==> config.mk <==
export PLATFORM = sky130hd
export DESIGN_NAME = truth_table_scanner
export DESIGN_NICKNAME = d
export VERILOG_FILES = /design/src/rtl/truth_table_scanner.sv
export SDC_FILE = /design/constraint.sdc
export NUM_CORES = 1
export LEC_CHECK = 0
export ABC_AREA = 1
export CAP_MARGIN = 20
export CORE_UTILIZATION = 45
export DETAILED_ROUTE_END_ITERATION = 7
export PLACE_DENSITY = 0.83
export SLEW_MARGIN = 15
export SYNTH_ARGS = -nofsm -noshare
export SYNTH_HDL_FRONTEND = slang
export SYNTH_SLANG_ARGS = --single-unit
==> constraint.sdc <==
create_clock -name clk -period 1.2 [get_ports clk]
set_input_delay 0.18 -clock clk [delete_from_list [all_inputs] [get_ports clk]]
set_output_delay 0.18 -clock clk [all_outputs]
set_load 0.05 [all_outputs]
==> src/rtl/truth_table_scanner.sv <==
// truth_table_scanner: sweeps a 3-input decoder stage through all inputs and records its f output as an 8-bit truth table
//
// Parameters:
//   SETTLE    cycles each input index is held before f is sampled (1..15)
//   EXPECTED  golden truth table, bit i = f for input i
// Ports:
//   clk        rising-edge clock
//   rst_n      asynchronous active-low reset
//   start      scan request, honoured only when idle
//   f          function output returned from the decoder stage
//   w0,w1,w2   driven input index (w0 = MSB), registered
//   en         decoder enable, registered
//   busy       scan in progress
//   done       one-cycle pulse when table_out is complete
//   table_out  captured truth table, held until the next accepted start
//   mismatch   table_out differs from EXPECTED (only when TT_SCANNER_COMPARE_EN is defined, else 0)
// Configuration macro: TT_SCANNER_COMPARE_EN enables the golden-table comparator.
module truth_table_scanner #(
    parameter int unsigned SETTLE   = 1,
    parameter logic [7:0]  EXPECTED = 8'h6E
) (
    input  logic       clk,
    input  logic       rst_n,
    input  logic       start,
    input  logic       f,
    output logic       w0,
    output logic       w1,
    output logic       w2,
    output logic       en,
    output logic       busy,
    output logic       done,
    output logic [7:0] table_out,
    output logic       mismatch
);
    typedef enum logic [1:0] {IDLE, WAIT, CAPT, FIN} state_t;

    localparam logic [3:0] LAST = 4'(SETTLE - 1);

    state_t     state;
    logic [2:0] idx;
    logic [3:0] cnt;

    // idx is itself a register, so the w outputs are registered
    assign {w0, w1, w2} = idx;

    always_ff @(posedge clk or negedge rst_n) begin
        if (!rst_n) begin
            state     <= IDLE;
            idx       <= '0;
            cnt       <= '0;
            en        <= 1'b0;
            busy      <= 1'b0;
            done      <= 1'b0;
            table_out <= '0;
        end else begin
            done <= 1'b0;
            case (state)
                IDLE: if (start) begin
                    idx       <= '0;
                    cnt       <= '0;
                    table_out <= '0;
                    en        <= 1'b1;
                    busy      <= 1'b1;
                    state     <= WAIT;
                end
                WAIT: if (cnt == LAST) state <= CAPT;
                      else cnt <= cnt + 4'd1;
                CAPT: begin
                    table_out[idx] <= f;
                    if (idx == 3'd7) begin
                        // done/busy change here so they are visible exactly in the FIN cycle
                        idx   <= '0;
                        en    <= 1'b0;
                        busy  <= 1'b0;
                        done  <= 1'b1;
                        state <= FIN;
                    end else begin
                        idx   <= idx + 3'd1;
                        cnt   <= '0;
                        state <= WAIT;
                    end
                end
                FIN:     state <= IDLE;
                default: state <= IDLE;
            endcase
        end
    end

`ifdef TT_SCANNER_COMPARE_EN
    // the bit being captured for index 7 is still in flight, so splice f in directly
    always_ff @(posedge clk or negedge rst_n) begin
        if (!rst_n)
            mismatch <= 1'b0;
        else if (state == IDLE && start)
            mismatch <= 1'b0;
        else if (state == CAPT && idx == 3'd7)
            mismatch <= {f, table_out[6:0]} != EXPECTED;
    end
`else
    // constant zero; the reduction only keeps EXPECTED referenced and folds away
    assign mismatch = 1'b0 & ^EXPECTED;
`endif
endmodule

# --- Word-level counts from Yosys, hierarchy flattened ---
# Index checks and enable logic that the tools add are counted.
op_classes:
  n_addsub: 2
  mux: 21
  n_eq_ne: 9
  magnitude_cmp: 2
  n_reduce_logical: 9
op_table:
  columns: ["operator", "count"]
  rows:
  - ["one-hot mux 8 bit (2 select lines)", 1]
  - ["2-to-1 mux 4 bit", 3]
  - ["one-hot mux 4 bit (3 select lines)", 1]
  - ["!= test 2 bit, second input constant", 5]
  - ["bitwise mux 8 bit", 1]
  - ["2-to-1 mux 8 bit", 1]
  - ["one-hot mux 2 bit (4 select lines)", 1]
  - ["2-to-1 mux 2 bit", 3]
  - ["2-to-1 mux 3 bit", 2]
  - ["one-hot mux 3 bit (2 select lines)", 1]
  - ["2-to-1 mux 1 bit", 5]
  - ["adder 4 x 1 -> 4 bit, second input constant", 1]
  - ["== test 2 bit, second input constant", 2]
  - ["zero test 4 bit", 1]
  - ["< comparator 3 x 4 -> 1 bit, second input constant", 1]
  - ["AND reduction 2 bit", 2]
  - ["AND reduction 4 bit", 1]
  - ["adder 3 x 1 -> 3 bit, second input constant", 1]
  - ["demux 1 bit (select 3 bit)", 1]
  - ["== test 3 bit, second input constant", 1]
  - [">= comparator 3 x 1 -> 1 bit, second input constant", 1]
  - ["AND reduction 3 bit", 1]
  - ["nonzero test 3 bit", 1]
  - ["== test 2 x 1 -> 1 bit, second input constant", 1]
  - ["4 further kinds", 4]
word_totals:
  inputBits: 4
  wordCells: 49
  register_bits: 19

# --- Longest topological paths before layout ---
# Gate-level depths: netlist (run 1).
logic_depth:
  ltp_word: 6
  depth_mapped: 7

# --- Worst setup path before layout (run 1) ---
# No wires, ideal clock.
synth_path:
  kind: "register to register"
  from: "reg idx[1]"
  to: "reg cnt[2]"
  slack_ps: -390
  n_path_buf: 0
  required_ps: 1083
  arrival_time_ps: 1473
  stages_incl_launch_ff: 7
  period_less_slack_ps: 1590
  path_cell_list: "dfrtp_1 -> ha_1 -> ha_1 -> o21ai_0 -> nand3_2 -> nand2_1 -> nand2_1"
synth_between:
  elab_chain_len: 3
synth_lines:
  columns: ["item", "line_no", "rtl"]
  rows:
  - ["from (decl)", "40", "logic [2:0] idx;"]
  - ["from (signal assigned)", "78", "idx <= idx + 3'd1;"]
  - ["== test 3 bit", "70", "if (idx == 3'd7) begin"]
  - ["!= test 2 bit (no source line)", null, null]
  - ["AND reduction 4 bit (no source line)", null, null]
  - ["to (signal assigned)", "67", "else cnt <= cnt + 4'd1;"]
  - ["to (decl)", "41", "logic [3:0] cnt;"]
# Every way passes these cells.
# A chain may end at the register's enable or synchronous reset.

# --- Worst setup path after layout (run 1) ---
layout_path:
  from: "reg idx[0]"
  to: "out w2"
layout_rtl:
  columns: ["item", "line_no", "rtl"]
  rows:
  - ["to (decl)", "28", "output logic w2,"]
# No word-level cell between the ends.

==> out/metrics.cfg, run 1 <==
[floorplanning]
die_area_um2 = 2339
num_io_pins = 19
die_h_um = 48.36
core.rowCount = 16
initial_utilization_pct = 48.80
core_region_area_um2 = 1982
die_width_um = 48.36

[timing]
hold_viol_final = 0
clock.fmax_mhz = 802.4
finalSetupViolCount = 8
hold_ws_ps = 197.5
finalSetupTns_ps = -220.2
fin_crit_sh_pct = 103.9
slew_violations = 0
clock_skew_ps = 2.293
fin_ws_ps = -46.34
period_minus_slack_ps = 1246
grt_setup_unrepaired = true

[synthesis]
synth_top_family_by_area = simple AND/OR/NAND/NOR gates
synth-seq-cells = 19
synthesis.nets = 124
ys_types = 15
synth-simple-area-share_pct = 27.43
synthTopCellsByCount = nand2_1 (32), dfrtp_1 (19), nand3_1 (12)
yosysMostFrequentCell = nand2_1
synth_xor_area_share_pct = 1.811
yosysTopAreaCell = dfrtp_1
synth_area_leaders = dfrtp_1 (49%), nand2_1 (12%), ha_1 (6.5%)
synthMuxAreaShare_pct = 0
async_flop_share_pct = 100.0
synth_compound_area_share_pct = 6.986
avgSynthCellArea_um2 = 8.410
synth-edff-count = 0
netlist.area_leader.share_pct = 49.16
synth-seq-area-share_pct = 49.16
synthAdderAreaFrac_pct = 6.468
synthesis.area_um2 = 967.2
yosysWarnings = 0
ys.flop_type = dfrtp_1
syn_inst = 115

[global_routing]
antenna_found_initial = 0
globalRouteTotalUtil_pct = 18.38
grt_pass1_vias = 783
grt_overflow = 0
grt_max_degree = 20
grt_pass1_wl_mm = 3.236

[worst_setup_path]
path_class = reg2out
cp_data_required_time_ps = 1020
slowest_delay_ps = 440
end_kind = primary output
cpMaxStageDelayCell = dfrtp_2
startpoint_type = flop
cp.arrival_ps = 1070
path_max_fanout = 6
cp_cell_sequence = buf_4 > buf_12

[clocking]
tritoncts = done
clockBufferDepth = 2
clock_sinks = 19
clk_latency_ps = 310
cts_made_buffers = 3
clk_pin_slew_ps = 110
cts-root-buf = clkbuf_4
htreeDepth = 1

[pwr]
p_sw_share_pct = 45.66
p_per_area_nw_per_um2 = 1894
peakVddDrop_v = 0.001458
power_frac_seq_pct = 34.4
internal-power_mw = 1.476
power_switching_mw = 1.240
p_leak_nw = 0.6795
pwr-share-clk_pct = 12.2
power_frac_comb_pct = 53.4

[placement]
dpl_cell_area_um2 = 1351
portBuffers = 17
place_congestion = 0.8065
dp_hpwl_mm = 1.436

[final_layout]
post-route-util_pct = 72.35
num_antenna_cells = 0
fin_nets = 151
drive_above_1_share_pct = 33.33
area_delta_synth_final_pct = 48.25
finalInstanceArea_um2 = 1434

[drt]
wirelength_mm = 2.156
drcViolationCount = 0
vias = 857
wl_per_cell_um = 12.83
final_antenna_net_count = 0
dr.first_iter.drc_count = 18
firstDrtPassIters = 4
vias_per_cell = 5.101

[hold_path]
hp-class = in2async

[status]
status = complete, but fails checks
violations = setup timing

[run]
cap_viol_max_count = 0

[repair_timing]
item                       in CTS  in global routing
pin swaps                       6                  5
gates cloned                    0                  1
setup endpoints to repair      16                 18
buffers inserted                0                  3
hold buffers                    0                  0
gates resized for setup         1                 10
[path summary, 6_finish.rpt]
kind	cells after the start	slack (ps)	start	end
setup / recovery	2	-50	idx[0]$_DFFE_PN0P_	w2
hold / removal	2	200	rst_n	cnt[1]$_DFFE_PN0P_
setup reg to reg	6	-30	idx[0]$_DFFE_PN0P_	cnt[2]$_DFFE_PN0P_
hold reg to reg	2	540	cnt[3]$_DFFE_PN0P_	cnt[3]$_DFFE_PN0P_
max in group asynchronous	2	780	rst_n	idx[2]$_DFFE_PN0P_
min in group clk	3	490	f	table_out[2]$_DFFE_PN0P_
[final cells by class]
type | count | area (µm²)
Clock buffer | 3 | 22.52
Inverter | 14 | 55.05
Multi-Input combinational cell | 80 | 475.5
Clock inverter | 1 | 5.005
Fill cell | 145 | 548.0
Sequential cell | 19 | 479.2
Timing Repair Buffer | 24 | 362.8
Tap cell | 27 | 33.78
[kinds of logic (layout without fill, tap and decap cells)]
group / Yosys count / in the layout
xor+xnor: 2 / 2
simple gates: 59 / 60
fa+ha+maj: 5 / 5
buf+inv: 17 / 42
flops: 19 / 19
other cells: 1 / 1
compound gates: 12 / 12
[worst max-delay path, delay by kind of cell (launching register included)]
family,cells,cell delay [ps]
flops,1,440
buf+inv,2,320
[power groups by stage]
stage	logic [mW]	registers, mW	clock network (mW)
after floorplan	0.511	1.19	0
after global placement	1.31	0.930	0
after detailed placement	1.34	0.936	0
after CTS	1.35	0.923	0.339
after global routing	1.55	0.949	0.356
final	1.45	0.934	0.331
[stage by stage]
stage | cells | setup slack (ps) | total power [mW]
final | 168 | -46.34 | 2.716
after global routing | 168 | -91.64 | 2.852
after CTS | 164 | -49.84 | 2.615
after detailed placement | 160 | -138.2 | 2.271
after global placement | 160 | -80.03 | 2.241
after floorplan | 115 | -143.0 | 1.700
[cells in the final DEF (no fill, tap or decap), types with 4 or more instances in the layout]
master and instances:
nand2_1 30, dfrtp_1 16, buf_12 14, nand3_1 11
inv_1 10, nor2_1 8, buf_4 7, o22ai_1 5
o21ai_0 4
[sequential cells by signal, summed over array words and instances, names as in the netlist]
name and flops:
done 1, busy 1, table_out 8, cnt 4, state 2, idx 3
[metal layers]
metal	track usage, %	wire (µm)
met5	0	0
met4	11.27	51
met3	2.516	86
met2	33.80	1148
met1	19.80	869
Note: power is estimated with default switching activity, not from simulation.
==> run 2: changes to the inputs <==
SKIP_LAST_GASP = 1   (was default)
==> run 2 against run 1 <==
  * The flow still finishes with violations (setup timing)
  * First-iteration DRC count rose by 11%
  * Clock power about the same
  * Sequential share of layout area increased by 0.059 points
  * Fmax grew 0.18%
  * Sequential power about the same
  * Non-clock buffer count unchanged
  * Global-route usage did not move
  * Routed wire length down 1.2%
  * Largest power group unchanged
==> out/metrics.cfg, run 2 (synthesized netlist as in run 1, its figures left out) <==
[global_routing]
grt_max_degree = 20  ; unchanged
grt_pass1_wl_mm = 3.236  ; unchanged
antenna_found_initial = 0  ; unchanged
grt_pass1_vias = 783  ; unchanged
grt_overflow = 0  ; unchanged
globalRouteTotalUtil_pct = 18.38  ; unchanged

[placement]
pre_cts_ws_ps = -138.2  ; unchanged
dp.cells = 160  ; unchanged
place_congestion = 0.8065  ; unchanged
portBuffers = 17  ; unchanged
dp_hpwl_mm = 1.436  ; unchanged

[clocking]
cts_made_buffers = 3  ; unchanged
clockBufferDepth = 2  ; unchanged
clk_latency_ps = 300  ; about the same
clock_sinks = 19  ; unchanged
cts-root-buf = clkbuf_4
clk_pin_slew_ps = 110  ; about the same
tritoncts = done
holdBufCountCts = 0  ; unchanged
htreeDepth = 1  ; unchanged

[floorplanning]
num_io_pins = 19  ; unchanged
initial_utilization_pct = 48.80  ; unchanged
die_h_um = 48.36  ; unchanged
die_width_um = 48.36  ; unchanged
core.rowCount = 16  ; unchanged
die_area_um2 = 2339  ; unchanged
core_region_area_um2 = 1982  ; unchanged

[final_layout]
reg_top3 = table_out: 8 flops, cnt: 4 flops, idx: 3 flops
regMostFlops = table_out
post-route-util_pct = 72.22  ; -0.13 points
num_antenna_cells = 0  ; unchanged
drive_above_1_share_pct = 32.62  ; -0.71 points
fin_nets = 151  ; unchanged
fill_cells = 144  ; -0.69%
layout.cells.non_filler = 168  ; unchanged
layout_common_cells = nand2_1 (31), dfrtp_1 (16), buf_12 (14)
final_common_cell = nand2_1
area_delta_synth_final_pct = 47.99
largest_reg_flops = 8  ; unchanged

[drt]
vias_per_cell = 5.018  ; -1.6%
wirelength_mm = 2.130  ; -1.2%
final_antenna_net_count = 0  ; unchanged
drcViolationCount = 0  ; unchanged
dr.first_iter.drc_count = 20  ; +2
wl_per_cell_um = 12.68  ; -1.2%
vias = 843  ; -1.6%
firstDrtPassIters = 4  ; unchanged

[hold_path]
hp-class = in2async

[worst_setup_path]
cp.buffers_inverters = 2  ; unchanged
cp_data_required_time_ps = 1020  ; about the same
slowest_delay_ps = 440  ; about the same
end_kind = primary output
cp_top_family = flip-flops
cp.arrival_ps = 1060  ; about the same
path_max_fanout = 6  ; unchanged
startpoint_type = flop
cp_cell_sequence = buf_4 > buf_12
path_class = reg2out
cpMaxStageDelayCell = dfrtp_2

[run]
cap_viol_max_count = 0  ; unchanged

[pwr]
p_per_area_nw_per_um2 = 1888  ; -0.32%
peakVddDrop_v = 0.001451  ; -0.49%
fin_total_pwr_mw = 2.702  ; -0.50%
p_leak_nw = 0.6801  ; about the same

[status]
violations = setup timing
status = complete, but fails checks

[timing]
period_minus_slack_ps = 1244  ; -2.219 ps
hold_viol_final = 0  ; unchanged
clock.fmax_mhz = 803.8  ; +0.18%
clock_skew_ps = 0.8144  ; -1.479 ps
grt_setup_unrepaired = true
fin_ws_ps = -44.12  ; +2.219 ps
finalSetupViolCount = 8  ; unchanged
fin_crit_sh_pct = 103.7  ; -0.18 points
slew_violations = 0  ; unchanged

[run 2: cell counts in the layout (fill, tap and decap cells not counted)]
No cell type changed its count.
[run 2: layer usage]
| layer | share of wire [%] | GRT usage [%] | wire length (µm) |
|---|---|---|---|
| met1 | 42 | 19.80 | 884 |
| met2 | 54 | 33.80 | 1152 |
| met3 | 3.2 | 2.516 | 68 |
| met4 | 1.1 | 11.27 | 24 |
| met5 | 0 | 0 | 0 |
[run 2: cell type report]
type                    count  area, µm²  share of cell area [%]
flip-flops and latches     19      479.2                   33.48
multi-input cells          80      473.0                   33.04
clock inverters             1      5.005                  0.3497
clock buffers               3      22.52                   1.573
well taps                  27      33.78                   2.360
inverters                  14      55.05                   3.846
repair buffers             24      362.8                   25.35
[run 2: metrics by stage]
stage	hold slack, ps	setup TNS, ps	instance area (µm²)
detailed placement	521.6	-1147	1351
CTS	194.6	-227.0	1381
finish	204.3	-188.3	1431
global route	219.3	-657.5	1431
floorplan	-115.6	-643.2	999.7
global placement	504.4	-627.9	1351
[run 2: worst paths after layout]
check / start / cells past startpoint / slack (ps) / end
min reg2reg: cnt[3]$_DFFE_PN0P_ / 2 / 540 / cnt[3]$_DFFE_PN0P_
min in group clk: f / 3 / 490 / table_out[2]$_DFFE_PN0P_
min: rst_n / 2 / 200 / cnt[1]$_DFFE_PN0P_
max: idx[0]$_DFFE_PN0P_ / 2 / -40 / w2
max reg2reg: idx[0]$_DFFE_PN0P_ / 6 / -30 / cnt[2]$_DFFE_PN0P_
max in group asynchronous: rst_n / 2 / 780 / idx[2]$_DFFE_PN0P_
[run 2: worst reg2reg max path, delay by kind of cell, from the launching register on]
kind,cells,cell delay (ps)
DFF,1,440
adders and majority gates,2,330
and+or+nand+nor,3,250
AOI/OAI and AO/OA,1,110
[run 2: where the power goes]
part	internal [mW]	switching (mW)
logic	0.586	0.854
clock network	0.124	0.204
registers	0.760	0.173
[run 2: timing repair]
action | CTS | global route
cloned | 0 | 1
setup endpoints to repair | 16 | 18
resized for setup | 1 | 9
pin swaps | 6 | 5
buffers inserted | 0 | 3
